### config.mk
export PLATFORM = sky130hd
export DESIGN_NAME = fb_pixel_writer
export DESIGN_NICKNAME = d
export VERILOG_FILES = /design/src/rtl/fb_pixel_writer.sv
export SDC_FILE = /design/constraint.sdc
export NUM_CORES = 1
export LEC_CHECK = 0
export ABC_AREA = 1
export CAP_MARGIN = 25
export CORE_MARGIN = 2
export CORE_UTILIZATION = 50
export CTS_CLUSTER_DIAMETER = 150
export DETAILED_ROUTE_END_ITERATION = 16
export PLACE_DENSITY = 0.66
export SYNTH_ARGS = -nofsm -noshare
export SYNTH_HDL_FRONTEND = slang
export SYNTH_SLANG_ARGS = --single-unit
### constraint.sdc
create_clock -name clk -period 4 [get_ports clk]
set_input_delay 1.2 -clock clk [delete_from_list [all_inputs] [get_ports clk]]
set_output_delay 1.2 -clock clk [all_outputs]
set_load 0.02 [all_outputs]
### src/rtl/fb_pixel_writer.sv
// Framebuffer pixel writer: clips drawer coordinates, converts them to linear addresses,
// buffers them in a FIFO and writes them to memory via valid/ready. FB_CLIP_COUNT_EN adds clip_count.
module fb_pixel_writer #(
    parameter int unsigned CORDW  = 16,
    parameter int unsigned WIDTH  = 320,
    parameter int unsigned HEIGHT = 180,
    parameter int unsigned ADDRW  = 16,
    parameter int unsigned COLRW  = 4,
    parameter int unsigned DEPTH  = 8
) (
    input  logic                    clk,
    input  logic                    rst_n,
    input  logic signed [CORDW-1:0] x,
    input  logic signed [CORDW-1:0] y,
    input  logic                    drawing,
    input  logic [COLRW-1:0]        colr,
    output logic                    oe,
    output logic                    mem_we,
    input  logic                    mem_ready,
    output logic [ADDRW-1:0]        mem_addr,
    output logic [COLRW-1:0]        mem_data,
    output logic                    idle,
    output logic                    overflow,
    output logic [31:0]             pix_count
`ifdef FB_CLIP_COUNT_EN
    ,
    output logic [31:0]             clip_count
`endif
);

    localparam int unsigned PTRW  = $clog2(DEPTH);
    localparam int unsigned CNTW  = PTRW + 1;
    localparam int unsigned OCCW  = CNTW + 1;
    localparam int unsigned PRODW = 2 * CORDW;
    localparam int unsigned CMPW  = CORDW + 1;

    localparam logic signed [CMPW-1:0] WIDTH_S  = CMPW'(WIDTH);
    localparam logic signed [CMPW-1:0] HEIGHT_S = CMPW'(HEIGHT);

    logic                   stage_valid, stage_valid_d;
    logic [ADDRW-1:0]       stage_addr, stage_addr_d;
    logic [COLRW-1:0]       stage_colr, stage_colr_d;
    logic [PTRW-1:0]        rd_ptr, rd_ptr_d, wr_ptr, wr_ptr_d;
    logic [CNTW-1:0]        count, count_d;
    logic [OCCW-1:0]        occ_d;
    logic                   mem_we_d, oe_d, overflow_d;
    logic [ADDRW-1:0]       mem_addr_d;
    logic [COLRW-1:0]       mem_data_d;
    logic [31:0]            pix_count_d;
    logic                   push, pop, drop, accept, in_bounds;
    logic signed [CMPW-1:0] x_ext, y_ext;

    logic [ADDRW-1:0] fifo_addr [DEPTH];
    logic [COLRW-1:0] fifo_colr [DEPTH];

    // Clip test at one extra bit so WIDTH/HEIGHT never alias to negative values
    assign x_ext     = {x[CORDW-1], x};
    assign y_ext     = {y[CORDW-1], y};
    assign in_bounds = !x_ext[CMPW-1] && !y_ext[CMPW-1] && (x_ext < WIDTH_S) && (y_ext < HEIGHT_S);
    assign accept    = drawing && in_bounds;

    assign idle = (count == '0) && !stage_valid;

    // Next-state: the presented memory word is the FIFO head and stays in the FIFO until popped
    always_comb begin
        pop           = mem_we && mem_ready;
        push          = stage_valid && ((count != CNTW'(DEPTH)) || pop);
        drop          = stage_valid && !push;
        count_d       = count + CNTW'(push) - CNTW'(pop);
        rd_ptr_d      = pop ? rd_ptr + PTRW'(1) : rd_ptr;
        wr_ptr_d      = push ? wr_ptr + PTRW'(1) : wr_ptr;
        stage_valid_d = accept;
        stage_addr_d  = stage_addr;
        stage_colr_d  = stage_colr;
        mem_we_d      = mem_we;
        mem_addr_d    = mem_addr;
        mem_data_d    = mem_data;
        overflow_d    = overflow || drop;
        pix_count_d   = pix_count + 32'(pop);

        if (accept) begin
            stage_addr_d = ADDRW'(PRODW'($unsigned(y)) * PRODW'(WIDTH) + PRODW'($unsigned(x)));
            stage_colr_d = colr;
        end

        // Entries pushed this edge are not yet readable, so only count - pop are presentable
        if (!mem_we || mem_ready) begin
            mem_we_d = count > CNTW'(pop);
            if (mem_we_d) begin
                mem_addr_d = fifo_addr[rd_ptr_d];
                mem_data_d = fifo_colr[rd_ptr_d];
            end
        end

        occ_d = OCCW'(count_d) + OCCW'(stage_valid_d);
        oe_d  = occ_d <= OCCW'(DEPTH - 3);
    end

    always_ff @(posedge clk or negedge rst_n) begin
        if (!rst_n) begin
            stage_valid <= 1'b0;
            stage_addr  <= '0;
            stage_colr  <= '0;
            rd_ptr      <= '0;
            wr_ptr      <= '0;
            count       <= '0;
            mem_we      <= 1'b0;
            mem_addr    <= '0;
            mem_data    <= '0;
            oe          <= 1'b1;
            overflow    <= 1'b0;
            pix_count   <= '0;
        end else begin
            stage_valid <= stage_valid_d;
            stage_addr  <= stage_addr_d;
            stage_colr  <= stage_colr_d;
            rd_ptr      <= rd_ptr_d;
            wr_ptr      <= wr_ptr_d;
            count       <= count_d;
            mem_we      <= mem_we_d;
            mem_addr    <= mem_addr_d;
            mem_data    <= mem_data_d;
            oe          <= oe_d;
            overflow    <= overflow_d;
            pix_count   <= pix_count_d;
        end
    end

    // FIFO storage needs no reset; occupancy is tracked by the pointers and count
    always_ff @(posedge clk) begin
        if (push) begin
            fifo_addr[wr_ptr] <= stage_addr;
            fifo_colr[wr_ptr] <= stage_colr;
        end
    end

`ifdef FB_CLIP_COUNT_EN
    always_ff @(posedge clk or negedge rst_n) begin
        if (!rst_n) begin
            clip_count <= '0;
        end else if (drawing && !in_bounds) begin
            clip_count <= clip_count + 32'd1;
        end
    end
`endif

endmodule

==> flow_metrics.tcl <==
set metrics [dict create \
    synth.most_common_cell "nand2_1" \
    layout_setup_ws_ps 525.0 \
    yosysWarnings 0 \
    path_cells "clkdlybuf4s50_1 -> ha_1 -> ha_1 -> inv_1 -> fa_1 -> xnor2_1 -> ha_1 -> a21oi_1 -> nor2_1 -> nor2_1 -> nand3_1 -> xor2_1 -> nand2_1 -> nand2_1" \
    tightest_slew_ps 827.0 \
    synth_cells 1195 \
    grt_pass1_vias 8115 \
    cts_buffer_depth 3 \
    grt_first_pass_wirelength_um 42320 \
    crit_path_start_kind "input pin" \
    post_cts_resized 0 \
    drive_gt1_frac 0.08165 \
    hold_depth 2 \
    drtPass1Iterations 5 \
    viasPerCell 5.099 \
    relSlewSlack 0.4478 \
    io_pins 96 \
    whs_ps 473.8 \
    yosysTopAreaCell "edfxtp_1" \
    ant_nets 0 \
    finish.utilization 0.6123 \
    grt-ovfl-total 0 \
    grt_max_degree 87 \
    hold_start "mem_data[0]" \
    status "finished clean" \
    grt_usage 0.2220 \
    ir_drop_mv 0.5636 \
    power_density_nw_per_um2 591.1 \
    wl_per_cell_um 16.10 \
    synth-edff-count 160 \
    fill_cells 1916 \
    avgSynthCellArea_um2 9.726 \
    ys_seq_area_frac 0.5987 \
    diodes 0 \
    numClockSinks 246 \
    stdcell_count 1620 \
    cp_slowest_stage_delay_ps 440 \
    synth_fa_ha_area_frac 0.04285 \
    ys_top_cells_by_area "edfxtp_1 41%, dfrtp_1 18%, nand2_1 13%, nand3_1 4.6%, inv_1 4.2%" \
    clockRootBuffer "clkbuf_16" \
    ys_types 38 \
    synth_top_family_by_area "simple AND/OR/NAND/NOR gates" \
    synthXorXnorAreaFrac 0.03090 \
    required_ps 4450 \
    synth-simple-area-share 0.2415 \
    seqPwrFrac 0.372 \
    ff_latch_area_um2 6958 \
    cp_max_fo 5 \
    synthTopCellsByCount "395 x nand2_1, 160 x edfxtp_1, 131 x inv_1, 106 x nand3_1, 92 x nor2_1" \
    die-area_um2 24480 \
    cts_buffers 27 \
    hpwl_um 16590 \
    ff2ff_path_depth 14 \
    start_util 0.5118 \
    portBuffers 95 \
    endpoint_kind "register" \
    path_buf_inv 2 \
    worstSkewPairLatency_ps 540 \
    rows 55 \
    drcViolationCount 0 \
    wl_um 26070 \
    clock_power_share 0.301 \
    synth_top_area_frac 0.4134 \
    crit_family "adder cells" \
    setup_viol 0 \
    post_cts_buffers 0 \
    die_x_um 156.5 \
    r2r_slack_ps 1400 \
    dp_cells 1570 \
    drt_iter0_drc 554 \
    multiInputGateArea_um2 3979 \
    place_ws_ps -7.438 \
    power_frac_comb 0.326 \
    synth_fp_nets 1273 \
    synthFlopType "edfxtp_1" \
    min_period_ps 3475 \
    p_switching_mw 2.813 \
    rr_endpoint "oe" \
    area_growth_pct 19.64 \
    gp_congestion 0.8759 \
    critical_path.most_common_cell "ha_1" \
    clk_pin_slew_ps 60 \
    swShare 0.3423 \
    muxShareOfSynthArea 0 \
    critical_path_arrival_ps 3930 \
    synth_compound_area_frac 0.02508 \
    hold_viol 0 \
    critPathSlowestCell "clkdlybuf4s50_1" \
    coreArea_um2 22710 \
    drv_cap 0 \
    hp-class "reg2reg" \
    max_freq_ghz 0.2878 \
    vias 8260 \
    antenna_found_initial 0 \
    dieHeight_um 156.5 \
    drv_slew 0 \
    p_leak_nw 6.276 \
    cts_tree "yes" \
    fin_nets 1392 \
    internal_power_mw 5.406 \
    hold_buffers 0 \
    synthArstFlopShare 0.3496 \
    synth-seq-cells 246 \
    netlist_area_um2 11620 \
    finalCritPeriodShare 0.8688 \
    fin_skew_ps 30.23 \
    hold-path-endpoint "mem_data[0]" \
    ctsHtreeMaxLevel 1 \
    rsz0062_at_grt "no" \
    setup.worst_path.class "in2reg" \
    r2r-start "count[2]" \
]
## state kept, by name, summed over array words and instances, names as in the netlist
name         cells
fifo_colr       32
mem_addr        16
count            4
oe               1
pix_count       32
overflow         1
stage_colr       4
rd_ptr           3
stage_valid      1
mem_we           1
fifo_addr      128
mem_data         4
wr_ptr           3
stage_addr      16
## per-stage QoR
step	total power [mW]	cell area (µm²)	TNS (ps)
final	8.219	13900	0
after detailed placement	5.798	13010	-7.438
after global routing	8.713	13900	0
after CTS	8.286	13900	0
after floorplan	4.832	11620	0
after global placement	5.758	13010	0
## layer usage
metal | GRT usage | vias to the layer above | part of all wire
met2 | 0.3740 | 209 | 0.48
met3 | 0.03074 | 45 | 0.055
li1 | - | 4144 | -
met1 | 0.3031 | 3862 | 0.45
met5 | 0 | - | 0
met4 | 0.06247 | 0 | 0.020
## kinds of logic (layout without fill, tap and decap cells)
group / count (synthesis) / count (layout)
AO/OA/AOI/OAI: 46 / 46
XOR/XNOR: 41 / 41
adder cells (fa/ha/maj): 38 / 38
buffers and inverters: 169 / 309
flip-flops: 246 / 246
AND/OR/NAND/NOR: 655 / 655
## power by group through the flow
stage	clock (mW)	sequential (mW)	combinational, mW
2_1_floorplan	0	3.27	1.56
3_3_place_gp	0	3.11	2.65
3_5_place_dp	0	3.11	2.69
4_1_cts	2.51	3.06	2.71
5_1_grt	2.61	3.09	3.01
6_report	2.47	3.06	2.68
## cell type report
cell class              count  area share
clock buffers              35     0.05363
clock inverters            15     0.01089
inverters                 134     0.03617
multi-input cells         780      0.2862
flip-flops and latches    246      0.5004
well taps                 285     0.02565
repair buffers            125     0.08710
## tightest hold or removal path, cell delays in order, from the launching register on
cell	delay (ps)
dfrtp_1	340
nand2_1	50
nand2_1	50
## how the worst max path moves through the flow
stage               startpoint             end  slack, ps  cells past startpoint
floorplan                 y[1]  stage_addr[15]        630                     17
global placement          y[3]  stage_addr[15]         50                     19
detailed placement        y[3]  stage_addr[15]         -7                     19
CTS                       y[3]  stage_addr[15]        530                     19
global route              y[3]  stage_addr[15]        280                     19
finish                    y[3]  stage_addr[14]        520                     14
## cell usage in the layout (no fill, tap or decap), types with 3 or more instances in the layout
cell,Yosys,final
a21oi_1,15,15
buf_12,0,3
buf_4,8,28
bufinv_16,0,3
clkbuf_1,6,4
clkbuf_16,0,27
clkbuf_8,0,4
clkdlybuf4s50_1,0,94
clkinv_1,0,6
clkinv_2,0,3
dfrtp_1,85,85
edfxtp_1,160,160
fa_1,3,3
ha_1,35,35
inv_1,131,131
inv_2,3,3
nand2_1,395,395
nand2_2,4,4
nand3_1,106,106
nand3_2,3,3
nand4_1,15,15
nor2_1,92,84
nor2_2,3,11
nor2_4,3,3
nor3_1,14,14
nor4_1,4,4
o211ai_1,21,21
o21ai_0,7,6
or2_2,4,4
xnor2_1,18,18
xor2_1,23,23
Power figures use the tool's default switching activity.
